===== src/rtl/float_add_issue.sv =====
// float_add_issue: FIFO-buffered issue/return sequencer for an external FP adder
module float_add_issue #(
  parameter int DEPTH       = 4,
  parameter int ADD_LATENCY = 1,
  parameter int TAG_W       = 4
) (
  input  logic             clk,
  input  logic             reset,
  input  logic             req_valid,
  output logic             req_ready,
  input  logic [31:0]      req_a,
  input  logic [31:0]      req_b,
  input  logic             req_negate,
  input  logic [TAG_W-1:0] req_tag,
  output logic             resp_valid,
  input  logic             resp_ready,
  output logic [31:0]      resp_data,
  output logic [TAG_W-1:0] resp_tag,
  output logic [31:0]      add_a,
  output logic [31:0]      add_b,
  output logic             add_negate,
  output logic             add_enable,
  input  logic [31:0]      add_out,
  output logic             busy
);
  localparam int PW = $clog2(DEPTH);
  localparam int CW = $clog2(DEPTH + 1);
  localparam int LW = $clog2(ADD_LATENCY + 1);
  localparam logic [1:0] S_IDLE  = 2'd0;
  localparam logic [1:0] S_ISSUE = 2'd1;
  localparam logic [1:0] S_WAIT  = 2'd2;
  localparam logic [1:0] S_HOLD  = 2'd3;

  logic [31:0]      mem_a_q [DEPTH];
  logic [31:0]      mem_b_q [DEPTH];
  logic             mem_n_q [DEPTH];
  logic [TAG_W-1:0] mem_t_q [DEPTH];
  logic [PW-1:0]    wptr_q, rptr_q;
  logic [CW-1:0]    count_q, count_d;
  logic [1:0]       state_q, state_d;
  logic [LW-1:0]    lat_q, lat_d;
  logic [TAG_W-1:0] tag_q;
  logic [31:0]      add_a_q, add_b_q, resp_data_q;
  logic             add_negate_q, add_enable_q, resp_valid_q;
  logic [TAG_W-1:0] resp_tag_q;
  logic             push, pop, cap, has_req;

  assign req_ready  = count_q < CW'(DEPTH);
  assign push       = req_valid && req_ready;
  assign has_req    = count_q != '0;
  // A pop happens from IDLE, or from HOLD as the held result is accepted, so HOLD can chain straight into ISSUE.
  assign pop        = has_req && (state_q == S_IDLE || (state_q == S_HOLD && resp_ready));
  assign cap        = state_q == S_WAIT && lat_q == LW'(1);
  assign busy       = state_q != S_IDLE || has_req;
  assign resp_valid = resp_valid_q;
  assign resp_data  = resp_data_q;
  assign resp_tag   = resp_tag_q;
  assign add_a      = add_a_q;
  assign add_b      = add_b_q;
  assign add_negate = add_negate_q;
  assign add_enable = add_enable_q;

  // Next-state for the sequencer, latency counter and FIFO occupancy.
  always_comb begin
    state_d = pop ? S_ISSUE :
              state_q == S_ISSUE ? S_WAIT :
              cap ? S_HOLD :
              (state_q == S_HOLD && resp_ready) ? S_IDLE : state_q;
    lat_d   = state_q == S_ISSUE ? LW'(ADD_LATENCY) :
              state_q == S_WAIT ? lat_q - LW'(1) : lat_q;
    count_d = count_q + CW'(push) - CW'(pop);
  end

  // Queue storage needs no reset: occupancy alone decides what is valid.
  always_ff @(posedge clk) begin
    if (push) begin
      mem_a_q[wptr_q] <= req_a;
      mem_b_q[wptr_q] <= req_b;
      mem_n_q[wptr_q] <= req_negate;
      mem_t_q[wptr_q] <= req_tag;
    end
  end

  // Control, issue and response registers; the enable pulse is registered from the pop decision.
  always_ff @(posedge clk) begin
    if (reset) begin
      state_q      <= S_IDLE;
      count_q      <= '0;
      wptr_q       <= '0;
      rptr_q       <= '0;
      lat_q        <= '0;
      tag_q        <= '0;
      add_a_q      <= '0;
      add_b_q      <= '0;
      add_negate_q <= 1'b0;
      add_enable_q <= 1'b0;
      resp_valid_q <= 1'b0;
      resp_data_q  <= '0;
      resp_tag_q   <= '0;
    end else begin
      state_q      <= state_d;
      count_q      <= count_d;
      wptr_q       <= wptr_q + PW'(push);
      rptr_q       <= rptr_q + PW'(pop);
      lat_q        <= lat_d;
      add_enable_q <= pop;
      resp_valid_q <= cap || (resp_valid_q && !resp_ready);
      if (pop) begin
        add_a_q      <= mem_a_q[rptr_q];
        add_b_q      <= mem_b_q[rptr_q];
        add_negate_q <= mem_n_q[rptr_q];
        tag_q        <= mem_t_q[rptr_q];
      end
      if (cap) begin
        resp_data_q <= add_out;
        resp_tag_q  <= tag_q;
      end
    end
  end
endmodule


===== config.mk =====
export PLATFORM = sky130hd
export DESIGN_NAME = float_add_issue
export DESIGN_NICKNAME = d
export VERILOG_FILES = /design/src/rtl/float_add_issue.sv
export SDC_FILE = /design/constraint.sdc
export NUM_CORES = 1
export LEC_CHECK = 0
export CORE_MARGIN = 3
export CORE_UTILIZATION = 54
export DETAILED_ROUTE_END_ITERATION = 12
export PLACE_DENSITY = 0.81
export SLEW_MARGIN = 30
export SYNTH_ARGS = -nofsm -noshare
export SYNTH_HDL_FRONTEND = slang
export SYNTH_SLANG_ARGS = --single-unit

===== constraint.sdc =====
create_clock -name clk -period 8.7 [get_ports clk]
set_input_delay 1.305 -clock clk [delete_from_list [all_inputs] [get_ports clk]]
set_output_delay 1.305 -clock clk [all_outputs]
set_load 0.05 [all_outputs]

**Yosys cells after proc, flatten, opt, wreduce, memory -nomap -nowiden**

Memory sizes are Yosys's and may differ from the RTL's. A register that Yosys moved wholly into a read port is not among the register bits.
Cells that the tools add are included.

- Logic and storage cells: 47
- Memories: 4
- Bits in registers: 48
- Input port bits: 105
- Memory bits (writable): 276

- Reduce and logical (&&, ||, !) cells: 16
- $lt $le $gt $ge: 1
- $add $sub $neg: 5
- Equality and inequality tests: 3
- Multiplexer cells: 8

Memories:

| memory | depth | width | rd ports | clocked after Yosys merged registers in | write ports | RTL line | source |
|---|---|---|---|---|---|---|---|
| mem_a_q | 4 | 32 | 1 | 1 | 1 | 34 | `logic [31:0] mem_a_q [DEPTH];` |
| mem_b_q | 4 | 32 | 1 | 1 | 1 | 35 | `logic [31:0] mem_b_q [DEPTH];` |
| mem_t_q | 4 | 4 | 1 | 1 | 1 | 37 | `logic [TAG_W-1:0] mem_t_q [DEPTH];` |
| mem_n_q | 4 | 1 | 1 | 1 | 1 | 36 | `logic mem_n_q [DEPTH];` |

Operators by type and width:

| operator | number |
|---|---|
| $mux W2 | 3 |
| $reduce_bool A3 Y1 | 2 |
| $logic_and A1 B1 Y1 | 5 |
| $mux W1 | 5 |
| $add A2 B1 Y2 | 2 |
| $eq A2 B2 Y1 const B | 2 |
| $reduce_bool A2 Y1 | 2 |
| $reduce_bool A4 Y1 | 1 |
| $add A3 B1 Y3 | 1 |
| $logic_or A1 B1 Y1 | 3 |
| $lt A3 B3 Y1 const B | 1 |
| $sub A3 B1 Y3 | 1 |
| $eq A2 B1 Y1 const B | 1 |
| $logic_not A2 Y1 | 1 |
| $reduce_or A2 Y1 | 1 |
| $logic_not A1 Y1 | 1 |
| $sub A1 B1 Y1 const B | 1 |

**Longest topological paths before layout**

Gate-level depths: netlist of the first run.

- Word-level depth: 6
- Depth in mapped cells: 14
- Gate-level depth less buffers: 12

**Least setup slack after synthesis of the first run**

OpenSTA, ideal clock, no wires.

- Path kind: in2reg
- Start point: input port req_valid
- End point: memory mem_a_q[1][0] (enable)
- Data required time: 8.105 ns
- Stages on the path: 2
- Path buffers: 0
- Slack: 1.601 ns
- Data arrival time: 6.504 ns
- Cells stage by stage: nand2_1 nor3b_1

- Word-level cells in the longest chain between the ends: 3

RTL lines:

| item | RTL line | source |
|---|---|---|
| start, declared | 9 | `input logic req_valid,` |
| $logic_and A1 B1 Y1 | 49 | `assign push = req_valid && req_ready;` |
| $mux W1 | 76 | `if (push) begin` |
| $mux W1 (implied by the code) | 77 | `mem_a_q[wptr_q] <= req_a;` |
| end, declared | 34 |  |

Every way passes these cells.

**Worst setup path after layout of the first run**

- Start point: input port resp_ready
- End point: register count_q[2]

- Word-level cells in the longest chain between the ends: 4

RTL lines:

| item | RTL line | source |
|---|---|---|
| start, declared | 16 | `input logic resp_ready,` |
| $logic_and A1 B1 Y1 | 52 | `assign pop = has_req && (state_q == S_IDLE \|\| (state_q == S_HOLD && resp_ready));` |
| $logic_or A1 B1 Y1 | 52 |  |
| $logic_and A1 B1 Y1 | 52 |  |
| via pop | 46 | `logic push, pop, cap, has_req;` |
| $sub A3 B1 Y3 | 71 | `count_d = count_q + CW'(push) - CW'(pop);` |
| end signal, assigned | 102 | `count_q <= count_d;` |
| end, declared | 39 | `logic [CW-1:0] count_q, count_d;` |

The timed path passes the listed nets, and every way through them passes these cells.
A chain may end at the register's enable or synchronous reset.

==> flow_results.org, run 1 <==
** Status
- The run finished with clean final reports.

** Timing
- Dividing the final minimum period by the clock period gives between 40% and 50%.
- The count of pins over their slew limit was 0.
- Unrepaired setup endpoints after global routing :: no
- Final count of negative-setup-slack endpoints :: 0
- Counting I/O delays and the setup requirement, the final critical path takes 3740 ps.
- Total Negative Setup Slacks :: 0 ps
- Highest clock frequency the design can meet :: 267 MHz
- Min setup slack post-route :: 4960 ps
- The clock arrives with 13.8 ps of skew.
- Headroom to the max-slew limit came out at 37.6%.
- The final count of hold timing violations is 0.
- Worst Max-Slew Pin Slew :: 936 ps
- Hold slack final :: 445 ps

** Clock network
- CTS built an H-tree with a depth of 2.
- After clock tree synthesis, the clock-pin slew on the worst setup and hold paths is around 60 ps.
- Count of instances resized after the clock tree is built :: 0
- The tree is rooted in a sky130_fd_sc_hd__clkbuf_16.
- Counting every sink on the clock net gives 393.
- TritonCTS built the clock tree.
- Deepest clock path buffer count :: 3
- Post-CTS setup buffers :: 0
- Counting the buffers created by CTS gives 39.
- Clock latency on the worst-skew pair :: about 520 ps
- Cts hold-fix bufs :: 0

** Route
- Before antenna repair, the detailed router went through 5 iterations.
- For this run, design rule violations remaining after detail routing come to 0.
- Vias post-DR :: 8362
- Count of antenna-violating nets left after detailed routing :: 0
- 1st-iter DRT viols :: 592
- For this block, the routed nets add up to 30600 µm of wire.
- Drt via density :: 5.73
- Dividing the detail-routed wire length by the instance count gives 20.9 µm.

** Worst setup path
- Worst R2R Path Depth :: 12
- Critical Path RT :: around 9100 ps
- The worst register-to-register path ends at count_q[2].
- The largest single stage delay on the critical path is 650 ps.
- Crit-path slowest cell :: sky130_fd_sc_hd__buf_4
- The critical path goes through clkdlybuf4s50_1, a21o_2, buf_4, nand2_2, inv_2, ha_1, inv_1, ha_1, fa_1, xnor2_1, xnor2_1, nor2_1.
- STA classifies the critical path endpoint as a register.
- Worst EP arrival :: 4110 ps
- Setup slack on the worst reg-to-reg path comes out at 5650 ps.
- R2r startpoint :: state_q[1]
- In this run the worst path has a maximum fanout of 70.
- Critical path class :: in2reg
- STA classifies the critical path startpoint as an input port.

** Placement
- Once placement finished, the instance area stood at approximately 17000 µm².
- During placement, the flow inserted port buffers numbering 209.
- Final weighted congestion in routability-driven placement :: 0.756
- Placed instance count :: 1388
- Timing analysis after detailed placement gives a worst setup slack of 4430 ps.
- Final HPWL from detailed placement :: 17600 µm

** Floorplan
- Once the floorplan was initialized, standard cells occupied 55.0% of the core.
- In this run the horizontal extent of the chip is 169 µm.
- Pin placement for this block handled 210 I/O pins.
- After floorplanning, the core was divided into 59 placement rows.
- Die area :: 28600 µm²
- In this run the vertical extent of the chip is 169 µm.
- In this run the standard cell core region covers approximately 26000 µm².

** Worst hold path
- Worst Hold Class :: reg2reg
- Along the worst hold path, the cell count comes to 2.
- The worst hold path begins at tag_q[2].
- Min-Delay Endpoint :: resp_tag[2]

** Global routing
- The first global-routing pass estimated 47800 µm of wire.
- The initial antenna violation count is 2.
- Residual overflow from global routing :: 0
- Entering global routing, the biggest net connects 89 pins.
- Global Route Usage Sum :: a little over a fifth
- Vias in the first global route :: 8639

** Power and ir drop
- Leakage :: 5.84 nW
- Pwr per Cell Area :: 343 nW/µm²
- Total power for the finished layout comes to 6.18 mW.
- Peak supply drop :: 0.000253 V

** Layout
- Leaving out fill and tap cells, the most frequent cell in the layout is sky130_fd_sc_hd__edfxtp_1.
- The final layout contains 1208 nets.
- Once layout is complete, the utilization of the core stands at approximately 70%.
- Cells with a size suffix above 1 make up 13.6% of the layout.
- From synthesis to final layout, the design area changed by 25.6%.
- Final instance area :: 18000 µm²
- Antenna fix cells :: 0
- Once layout is complete, the cells apart from fillers number 1459.
- Most frequent cells in the layout :: 276 x sky130_fd_sc_hd__edfxtp_1, 208 x sky130_fd_sc_hd__clkdlybuf4s50_1, 115 x sky130_fd_sc_hd__dfxtp_1

** Flow run
- The tool flagged a number of max-cap violations equal to 0.

** Synthesis
- Synthesis inferred between 300 and 400 register bits.
- Synthesized Nets :: a little over 1000
- The mapped netlist covers approximately 14000 µm².
- Each instance of the synthesized netlist takes up on average roughly 16 µm².
- Count of synthesis-stage warnings from yosys :: 0
- Post-synthesis sequential area ratio :: 74.0%
- The netlist uses 34 different library cells.
- Synthesis produced 898 cells.
[sequential cells by signal, summed over array words and instances (netlist names)]
register,flops
mem_t_q,16
add_a,32
mem_a_q,128
rptr_q,2
lat_q,1
state_q,2
mem_n_q,4
mem_b_q,128
resp_data,32
resp_valid,1
add_enable,1
add_b,32
resp_tag,4
tag_q,4
count_q,3
wptr_q,2
add_negate,1
[worst max-delay path, delay by kind of cell]
family                     cells  cell delay, ps
buffers and inverters          4            1400
adders and majority gates      3             690
xor gates and xnor gates       2             320
and+or+nand+nor                2             210
AOI/OAI and AO/OA              1             160
[layout make-up]
class,count,area [µm²]
flip-flops and latches,393,10600
fillers,1736,8090
multi-input cells,431,3420
repair buffers,221,2210
clock buffers,60,1140
well taps,335,419
clock inverters,11,179
inverters,8,30.0
[kinds of logic (layout without fill, tap and decap cells)]
| logic type | after synthesis | count (layout) | share of synthesized area, % |
|---|---|---|---|
| adder cells (fa/ha/maj) | 9 | 9 | 0.836 |
| flip-flops | 393 | 393 | 74.0 |
| XOR/XNOR | 4 | 4 | 0.244 |
| multiplexers | 69 | 69 | 10.8 |
| AND/OR/NAND/NOR | 168 | 168 | 5.24 |
| AO/OA/AOI/OAI | 181 | 181 | 6.40 |
| buffers and inverters | 74 | 300 | 2.46 |
[layer usage]
| layer | wire [µm] | GRT usage [%] | vias up | share of wire (%) |
|---|---|---|---|---|
| met5 | 27 | 0 | - | 0.088 |
| met4 | 575 | 5.23 | 4 | 1.9 |
| met2 | 15400 | 37.2 | 328 | 50 |
| met1 | 12100 | 27.9 | 4170 | 40 |
| li1 | - | - | 3816 | - |
| met3 | 2420 | 5.21 | 44 | 7.9 |
[how the worst max path moves through the flow]
| stage | startpoint | endpoint | slack, ps | cells after the start |
|---|---|---|---|---|
| 6_report | resp_ready | count_q[2] | 4960 | 12 |
| 5_1_grt | resp_ready | count_q[2] | 4770 | 12 |
| 4_1_cts | resp_ready | count_q[2] | 4960 | 12 |
| 3_5_place_dp | resp_ready | count_q[2] | 4430 | 12 |
| 3_3_place_gp | resp_ready | count_q[2] | 4510 | 12 |
| 2_1_floorplan | req_valid | mem_a_q[1][0] | 1600 | 2 |
[power breakdown]
group | internal (mW) | switching, mW | leakage [nW] | total (mW)
sequential | 2.31 | 0.168 | 3.48 | 2.48
combinational | 0.706 | 1.28 | 1.71 | 1.98
clock | 1.05 | 0.664 | 0.653 | 1.72
[Yosys cell counts]
cell type / n / area share [%]
sky130_fd_sc_hd__nand3_1: 69 / 2.4
sky130_fd_sc_hd__mux4_2: 69 / 11
sky130_fd_sc_hd__nor2_1: 7 / 0.18
sky130_fd_sc_hd__a21boi_0: 1 / 0.052
sky130_fd_sc_hd__nor3_1: 3 / 0.10
sky130_fd_sc_hd__a21oi_2: 1 / 0.061
sky130_fd_sc_hd__fa_1: 1 / 0.14
sky130_fd_sc_hd__buf_4: 5 / 0.26
sky130_fd_sc_hd__inv_1: 7 / 0.18
sky130_fd_sc_hd__ha_1: 8 / 0.70
sky130_fd_sc_hd__inv_2: 1 / 0.026
sky130_fd_sc_hd__nand2b_1: 1 / 0.044
sky130_fd_sc_hd__or3_1: 1 / 0.044
sky130_fd_sc_hd__nand2_1: 78 / 2.0
sky130_fd_sc_hd__o21ai_0: 68 / 2.4
sky130_fd_sc_hd__and2_1: 1 / 0.044
sky130_fd_sc_hd__xnor2_1: 4 / 0.24
sky130_fd_sc_hd__o21ai_1: 1 / 0.035
sky130_fd_sc_hd__clkbuf_1: 35 / 0.91
sky130_fd_sc_hd__a21o_1: 1 / 0.052
sky130_fd_sc_hd__edfxtp_1: 276 / 58
sky130_fd_sc_hd__nor3b_1: 1 / 0.052
sky130_fd_sc_hd__dfxtp_1: 117 / 16
sky130_fd_sc_hd__nor3_2: 1 / 0.070
sky130_fd_sc_hd__and3_1: 1 / 0.044
sky130_fd_sc_hd__o21bai_1: 1 / 0.052
sky130_fd_sc_hd__buf_1: 10 / 0.26
sky130_fd_sc_hd__a21oi_1: 107 / 3.7
sky130_fd_sc_hd__a211oi_1: 1 / 0.052
sky130_fd_sc_hd__buf_12: 2 / 0.28
sky130_fd_sc_hd__buf_6: 1 / 0.078
sky130_fd_sc_hd__nor2b_1: 4 / 0.17
sky130_fd_sc_hd__nand2_2: 1 / 0.044
sky130_fd_sc_hd__buf_2: 13 / 0.45
Power figures use the tool's default switching activity.
==> run 2, diff against run 1 <==
==> constraint.sdc (replaced) <==
create_clock -name clk -period 3.75 [get_ports clk]
set_input_delay 0.5625 -clock clk [delete_from_list [all_inputs] [get_ports clk]]
set_output_delay 0.5625 -clock clk [all_outputs]
set_load 0.05 [all_outputs]
==> run 2 against run 1 <==
Sequential power is 130% higher. Global-route usage is 0.25 points higher. Final cell count up 0.69%. Setup slack lost 3900 ps. Largest power group unchanged. Highest routed layer unchanged.
==> flow_results.org, run 2 (synthesis gave the netlist of run 1 again) <==
** Status
- Status: completed (unchanged).

** Layout
- Proportion of layout cells with a drive suffix above 1 :: 14.1% (was 13.6%)
- The area taken by flip-flops and latches was 10600 µm² (unchanged).
- The layout net count came to 1214 (was 1208).
- The count of fill cells added during filler insertion was 1718 (was 1736).
- Final standard cell count with taps included and fillers excluded :: 1469 (was 1459)
- The layout-stage area growth over the synthesis result was 27.4% (was 25.6%).
- Largest regs: mem_a_q (128), mem_b_q (128) (unchanged).
- The most common cell after layout, fill and taps aside is sky130_fd_sc_hd__edfxtp_1 (unchanged).
- Footprint of the multi-input gates :: 3450 µm² (was 3420 µm²)
- Most frequent cells in the layout: 276 x sky130_fd_sc_hd__edfxtp_1, 208 x sky130_fd_sc_hd__clkdlybuf4s50_1, 115 x sky130_fd_sc_hd__dfxtp_1 (unchanged).

** Floorplan
- The y dimension of the die came to 169 µm (unchanged).
- The area enclosed by the die boundary came to 28600 µm² (unchanged).
- The number of rows in the core area came to 59 (unchanged).
- Core Area :: 26100 µm² (unchanged)
- I/O pin count :: 210 (unchanged)
- The initial standard-cell utilization of the core was 55.0% (unchanged).
- The chip width was 169 µm (unchanged).

** Placement
- Final HPWL from detailed placement :: 17900 µm (was 17600 µm)
- Worst setup slack after placement :: 904 ps (was 4430 ps)
- Placed instance count :: 1393 (was 1388)
- Final weighted congestion in routability-driven placement :: 0.739 (was 0.756)
- Count of input and output buffers :: 209 (unchanged)

** Clock network
- The count of H-tree levels built during CTS was 2 (unchanged).
- The number of gates resized after CTS came to 0 (unchanged).
- Clock sink count :: 393 (unchanged)
- Clock latency on the worst-skew pair :: 530 ps (was 520 ps)
- TritonCTS clock tree :: done (unchanged)
- Cts hold-fix bufs :: 0 (unchanged)
- Root buf cell :: sky130_fd_sc_hd__clkbuf_16 (unchanged)
- Post-CTS setup buffers :: 0 (unchanged)
- The clock-pin transition on the worst setup and hold timing paths was 60 ps (about the same).
- The maximum buffer depth of the clock tree was 3 (unchanged).
- The TritonCTS buffer count came to 40 (was 39).

** Route
- Count of antenna-violating nets left after detailed routing :: 0 (unchanged)
- The wire length per cell after detailed routing is 21.1 µm (was 20.9 µm).
- The total wirelength of the detailed-routed design came to 31000 µm (was 30600 µm).
- The length of the first detailed-routing pass in iterations is 5 (unchanged).
- The final routed DRC violation total came to 0 (unchanged).
- The via count came to 8407 (was 8362).
- The via-per-instance ratio is 5.72 (was 5.73).
- 1st-iter DRT viols :: 715 (was 592)

** Worst setup path
- CP max FO :: 4 (was 70)
- Category of the worst setup path launch point :: register (was input port)
- The internal reg-to-reg setup slack was 1340 ps (was 5650 ps).
- The depth of the worst register-to-register path came to 12 (unchanged).
- Endpoint of the worst-slack reg-to-reg timing path :: count_q[2] (unchanged)
- R2r startpoint :: state_q[0] (was state_q[1])
- The critical path capture point type is an output pin (was register).
- The worst setup path category was reg2out (was in2reg).
- Worst EP arrival :: 2160 ps (was 4110 ps)
- Critical Path RT :: 3190 ps (was 9070 ps)

** Timing
- The transition at the pin with the smallest max-transition slack was 886 ps (was 936 ps).
- Highest clock frequency the design can meet :: 367 MHz
- Final count of negative-setup-slack endpoints :: 0 (unchanged)
- Final worst path period need :: between 2000 and 3000 ps
- Unrepaired setup endpoints after global routing: no (unchanged).
- The count of pins over their slew limit is 0 (unchanged).
- The worst clock skew came to 12.8 ps (was 13.8 ps).
- Relative slew margins :: 40.9% (was 37.6%)
- The least setup slack across all paths after layout was 1030 ps (was 4960 ps).
- Total Negative Setup Slacks :: 0 ps (unchanged)
- Final hold vios :: 0 (unchanged)
- Hold slack final :: 447 ps (was 445 ps)
- Portion of the clock cycle consumed by the worst path in the final layout :: 72.6%

** Power and ir drop
- The total power consumption of the routed design is 14.7 mW (was 6.18 mW).
- Sequential share of power :: 38.7% (was 40.1%)
- The combinational share of power was 32.1% (about the same).
- The cell-internal power was 9.79 mW (was 4.07 mW).
- Switching share of power :: 33.6% (was 34.1%)
- Leakage :: 5.94 nW (was 5.84 nW)
- Fraction of power consumed by the clock network :: 29.2% (was 27.8%)
- The worst ir drop on vdd is 0.000624 V (was 0.000253 V).
- Net load switching power :: 4.96 mW (was 2.11 mW)
- The power density relative to cell area is 806 nW/µm² (was 343 nW/µm²).

** Global routing
- The final global-route overflow total was 0 (unchanged).
- The initial antenna violation count is 4 (was 2).
- Wire length of the first global-routing pass :: 48500 µm (was 47800 µm)
- Vias in the first global route :: 8897 (was 8639)
- Largest net degree at the start of global routing :: 71 (was 89)
- Global Route Usage Sum :: 21.8% (was 21.5%)

** Flow run
- The number of max-cap violations is 0 (unchanged).

** Worst hold path
- Worst Hold Class :: reg2reg (unchanged)
- Worst hold path stage count :: 2 (unchanged)
- The endpoint with the worst hold slack was resp_tag[0] (was resp_tag[2]).
- The launch point of the worst hold path is tag_q[0] (was tag_q[2]).
run 2: how the worst max path moves through the flow:
stage	cells after the start	startpoint	to	slack, ps
finish	4	state_q[0]	busy	1030
global route	4	state_q[0]	busy	920
CTS	4	state_q[0]	busy	990
detailed placement	11	resp_ready	count_q[2]	900
global placement	11	resp_ready	count_q[2]	940
floorplan	5	count_q[2]	mem_a_q[2][0]	410
run 2: layer usage:
| metal | GRT usage, % | routed length [µm] |
|---|---|---|
| met2 | 37.0 | 15600 |
| met5 | 0 | 36 |
| met3 | 5.25 | 2310 |
| met1 | 27.9 | 12300 |
| met4 | 7.29 | 814 |
run 2: critical path, cell delays in order, from the launching register on:
cell	delay, ps
sky130_fd_sc_hd__dfxtp_1	370
sky130_fd_sc_hd__inv_1	80
sky130_fd_sc_hd__ha_1	260
sky130_fd_sc_hd__nand2_1	100
sky130_fd_sc_hd__clkdlybuf4s50_1	830
run 2: power by group through the flow:
stage / registers, mW / clock network, mW / logic [mW]
2_1_floorplan: 6.84 / 0 / 2.14
3_3_place_gp: 5.83 / 0 / 4.61
3_5_place_dp: 5.80 / 0 / 4.77
4_1_cts: 5.72 / 4.38 / 4.80
5_1_grt: 5.78 / 4.55 / 5.06
6_report: 5.71 / 4.30 / 4.73
run 2: area by class of cell:
cell class | count | share of cell area, %
Multi-Input combinational cell | 431 | 18.8
Clock inverter | 23 | 1.88
Timing Repair Buffer | 226 | 12.6
Inverter | 8 | 0.164
Tap cell | 335 | 2.29
Clock buffer | 51 | 6.09
Antenna cell | 2 | 0.0273
Sequential cell | 393 | 58.1
run 2: metrics by stage:
stage	utilization, %	cell area [µm²]
floorplan	-	14400
global placement	64.3	16800
detailed placement	64.4	16800
CTS	70.0	18300
global route	70.0	18300
finish	70.0	18300
==> run 3, diff against run 2 <==
==> constraint.sdc (replaced) <==
create_clock -name clk -period 2.8 [get_ports clk]
set_input_delay 0.42 -clock clk [delete_from_list [all_inputs] [get_ports clk]]
set_output_delay 0.42 -clock clk [all_outputs]
set_load 0.05 [all_outputs]
==> run 3 against run 2 <==
Via count is 1.5% higher. Die area stayed put. Cell area is 0.42% lower. Register-to-register slack worse by 940 ps. Count of clock-buffer cells in the layout is 2 higher. Final cell count is 0.20% higher. Combinational power is 35% higher. Clock skew is 6.7 ps higher. Clock power is 22% higher. Sequential share of layout area is 0.25 points higher. Routed wire length is 1.4% higher. Largest cell class unchanged.
==> flow_results.org, run 3 (synthesis gave the netlist of run 1 again) <==
** Status
- Status: completed (unchanged).

** Layout
- The number of antenna cells inserted came to 0 (was 2).
- The layout net count came to 1220 (was 1214).
- Largest regs :: mem_a_q (128), mem_b_q (128) (unchanged)
- The layout-stage area growth over the synthesis result came to 26.9% (was 27.4%).
- Most frequent cells in the layout: 276 x sky130_fd_sc_hd__edfxtp_1, 208 x sky130_fd_sc_hd__clkdlybuf4s50_1, 114 x sky130_fd_sc_hd__dfxtp_1 (was 276 x sky130_fd_sc_hd__edfxtp_1, 208 x sky130_fd_sc_hd__clkdlybuf4s50_1, 115 x sky130_fd_sc_hd__dfxtp_1).
- The layout cell share with drive strength beyond 1 came to 14.8% (was 14.1%).
- Leading cell type in the layout, fill and taps excluded :: sky130_fd_sc_hd__edfxtp_1 (unchanged)

** Power and ir drop
- The worst ir drop on vdd is 0.000785 V (was 0.000624 V).
- Sequential share of power :: 40.0% (was 38.7%)
- Net load switching power :: 6.71 mW (was 4.96 mW)
- Leakage :: 5.91 nW (was 5.94 nW)
- The power density relative to cell area was 1060 nW/µm² (was 806 nW/µm²).
- The clock network power share is 27.1% (was 29.2%).
- The cell-internal power is 12.6 mW (was 9.79 mW).
- The fraction of power spent switching nets came to 34.7% (was 33.6%).
- The combinational share of power was 33.0% (was 32.1%).
- The total power consumption of the routed design is 19.3 mW (was 14.7 mW).

** Worst setup path
- The count of buffer and inverter cells on the critical path is 2 (unchanged).
- The data arrival time at the worst-slack endpoint is 2190 ps (was 2160 ps).
- Crit-path slowest cell :: sky130_fd_sc_hd__clkdlybuf4s50_1 (unchanged)
- Register-to-Register Setup Slack :: 400 ps (was 1340 ps)
- The worst stage delay on the critical path was 860 ps (was 830 ps).
- Critical path cell sequence :: inv_1, ha_1, nand2_1, clkdlybuf4s50_1 (unchanged)
- The critical path startpoint category was a register (unchanged).
- CP max FO :: 4 (unchanged)
- Largest delay share family, worst path :: buffers and inverters (unchanged)
- The worst setup path category is reg2out (unchanged).
- Category of the worst setup path capture point :: output pin (unchanged)
- Critical Path RT :: 2380 ps (was 3190 ps)

** Clock network
- Clock sink count :: 393 (unchanged)
- H-tree level count :: 2 (unchanged)
- Deepest clock path buffer count :: 3 (unchanged)
- TritonCTS clock tree :: done (unchanged)
- Clock latency on the worst-skew pair :: 530 ps (about the same)
- The number of gates resized after CTS was 0 (unchanged).
- The quantity of hold-fixing buffers added after cts was 0 (unchanged).
- The library cell used as clock root buffer is sky130_fd_sc_hd__clkbuf_16 (unchanged).
- The number of buffers inserted by post-CTS setup repair is 0 (unchanged).
- The TritonCTS buffer count came to 40 (unchanged).
- Post-CTS clock slew at the launch and capture registers of the worst setup and hold paths :: 60 ps (about the same)

** Route
- Drt via density :: 5.79 (was 5.72)
- The length of the first detailed-routing pass in iterations was 6 (was 5).
- The final routed DRC violation total was 0 (unchanged).
- Count of antenna-violating nets left after detailed routing :: 0 (unchanged)
- The via count is 8530 (was 8407).
- The wire length per cell after detailed routing was 21.4 µm (was 21.1 µm).
- The total wirelength of the detailed-routed design was 31500 µm (was 31000 µm).
- 1st-iter DRT viols :: 670 (was 715)

** Timing
- Hold slack final :: 319 ps (was 447 ps)
- The final count of hold timing violations is 0 (unchanged).
- Final count of negative-setup-slack endpoints :: 0 (unchanged)
- Of the available clock period, the critical path in the final layout requires 93.4%.
- Worst Max-Slew Pin Slew :: 906 ps (was 886 ps)
- Unrepaired setup endpoints after global routing: no (unchanged).
- The worst clock skew was 19.5 ps (was 12.8 ps).
- The worst path in the final design needs a cycle of 2610 ps, including I/O delays and setup.
- Highest clock frequency the design can meet :: 383 MHz
- Relative slew margins :: 39.6% (was 40.9%)
- The least setup slack across all paths after layout came to 186 ps (was 1030 ps).
- Pins Over Slew Limit :: 0 (unchanged)

** Global routing
- The wire length of the first global-routing pass came to 48600 µm (was 48500 µm).
- The number of global-route vias before repair is 8698 (was 8897).
- Largest net degree at the start of global routing :: 70 (was 71)
- The final global-route overflow total is 0 (unchanged).
- Global Route Usage Sum :: 22.1% (was 21.8%)
- Initial antenna violation count :: 1 (was 4)

** Placement
- The final estimated routing congestion in global placement came to 0.717 (was 0.739).
- Count of input and output buffers :: 209 (unchanged)
- The worst slack after detailed placement was 233 ps (was 904 ps).
- The HPWL after detailed placement was 17600 µm (was 17900 µm).

** Worst hold path
- The type of the tightest min-delay check was in2reg (was reg2reg).

** Floorplan
- I/O pin count :: 210 (unchanged)
- Core Area :: 26100 µm² (unchanged)
- Initial Util :: 55.0% (unchanged)
- The y dimension of the die came to 169 µm (unchanged).
- Standard-cell row count :: 59 (unchanged)
- Die area :: 28600 µm² (unchanged)
- The chip width came to 169 µm (unchanged).

** Flow run
- The number of max-cap violations is 0 (unchanged).
==> run 3: power groups by stage <==
stage | sequential (mW) | clock [mW] | combinational, mW
CTS | 7.73 | 5.33 | 6.42
finish | 7.72 | 5.23 | 6.37
global placement | 7.79 | 0 | 6.31
detailed placement | 7.84 | 0 | 6.37
floorplan | 9.17 | 0 | 2.87
global route | 7.82 | 5.57 | 6.79
==> run 3: worst paths after layout <==
| check | endpoint | cells past startpoint | startpoint |
|---|---|---|---|
| worst max register to register | count_q[2] | 12 | state_q[0] |
| worst min-delay path | add_b[23] | 2 | reset |
| worst max-delay path | busy | 4 | state_q[0] |
| worst min register to register | resp_tag[0] | 2 | tag_q[0] |
==> run 3: area by class of cell <==
cell class                      instances  area [µm²]
Sequential cell                       393       10600
Fill cell                            1723        7910
Multi-Input combinational cell        431        3450
Timing Repair Buffer                  232        2370
Clock buffer                           53        1130
Tap cell                              335         419
Clock inverter                         20         179
Inverter                                8        33.8
==> run 3: metrics by stage <==
stage	TNS [ps]	std cells	instance area [µm²]	util, %
after detailed placement	0	1399	16900	64.7
after CTS	0	1472	18200	69.7
after floorplan	-5280	898	14400	-
after global placement	0	1399	16900	64.7
after global routing	0	1472	18200	69.7
final	0	1472	18200	69.7
==> run 3: per-layer routing <==
layer | part of all wire, % | GRT usage, %
met5 | 0.064 | 0
met4 | 2.5 | 7.11
met2 | 49 | 37.3
met1 | 40 | 29.6
met3 | 8.3 | 4.27
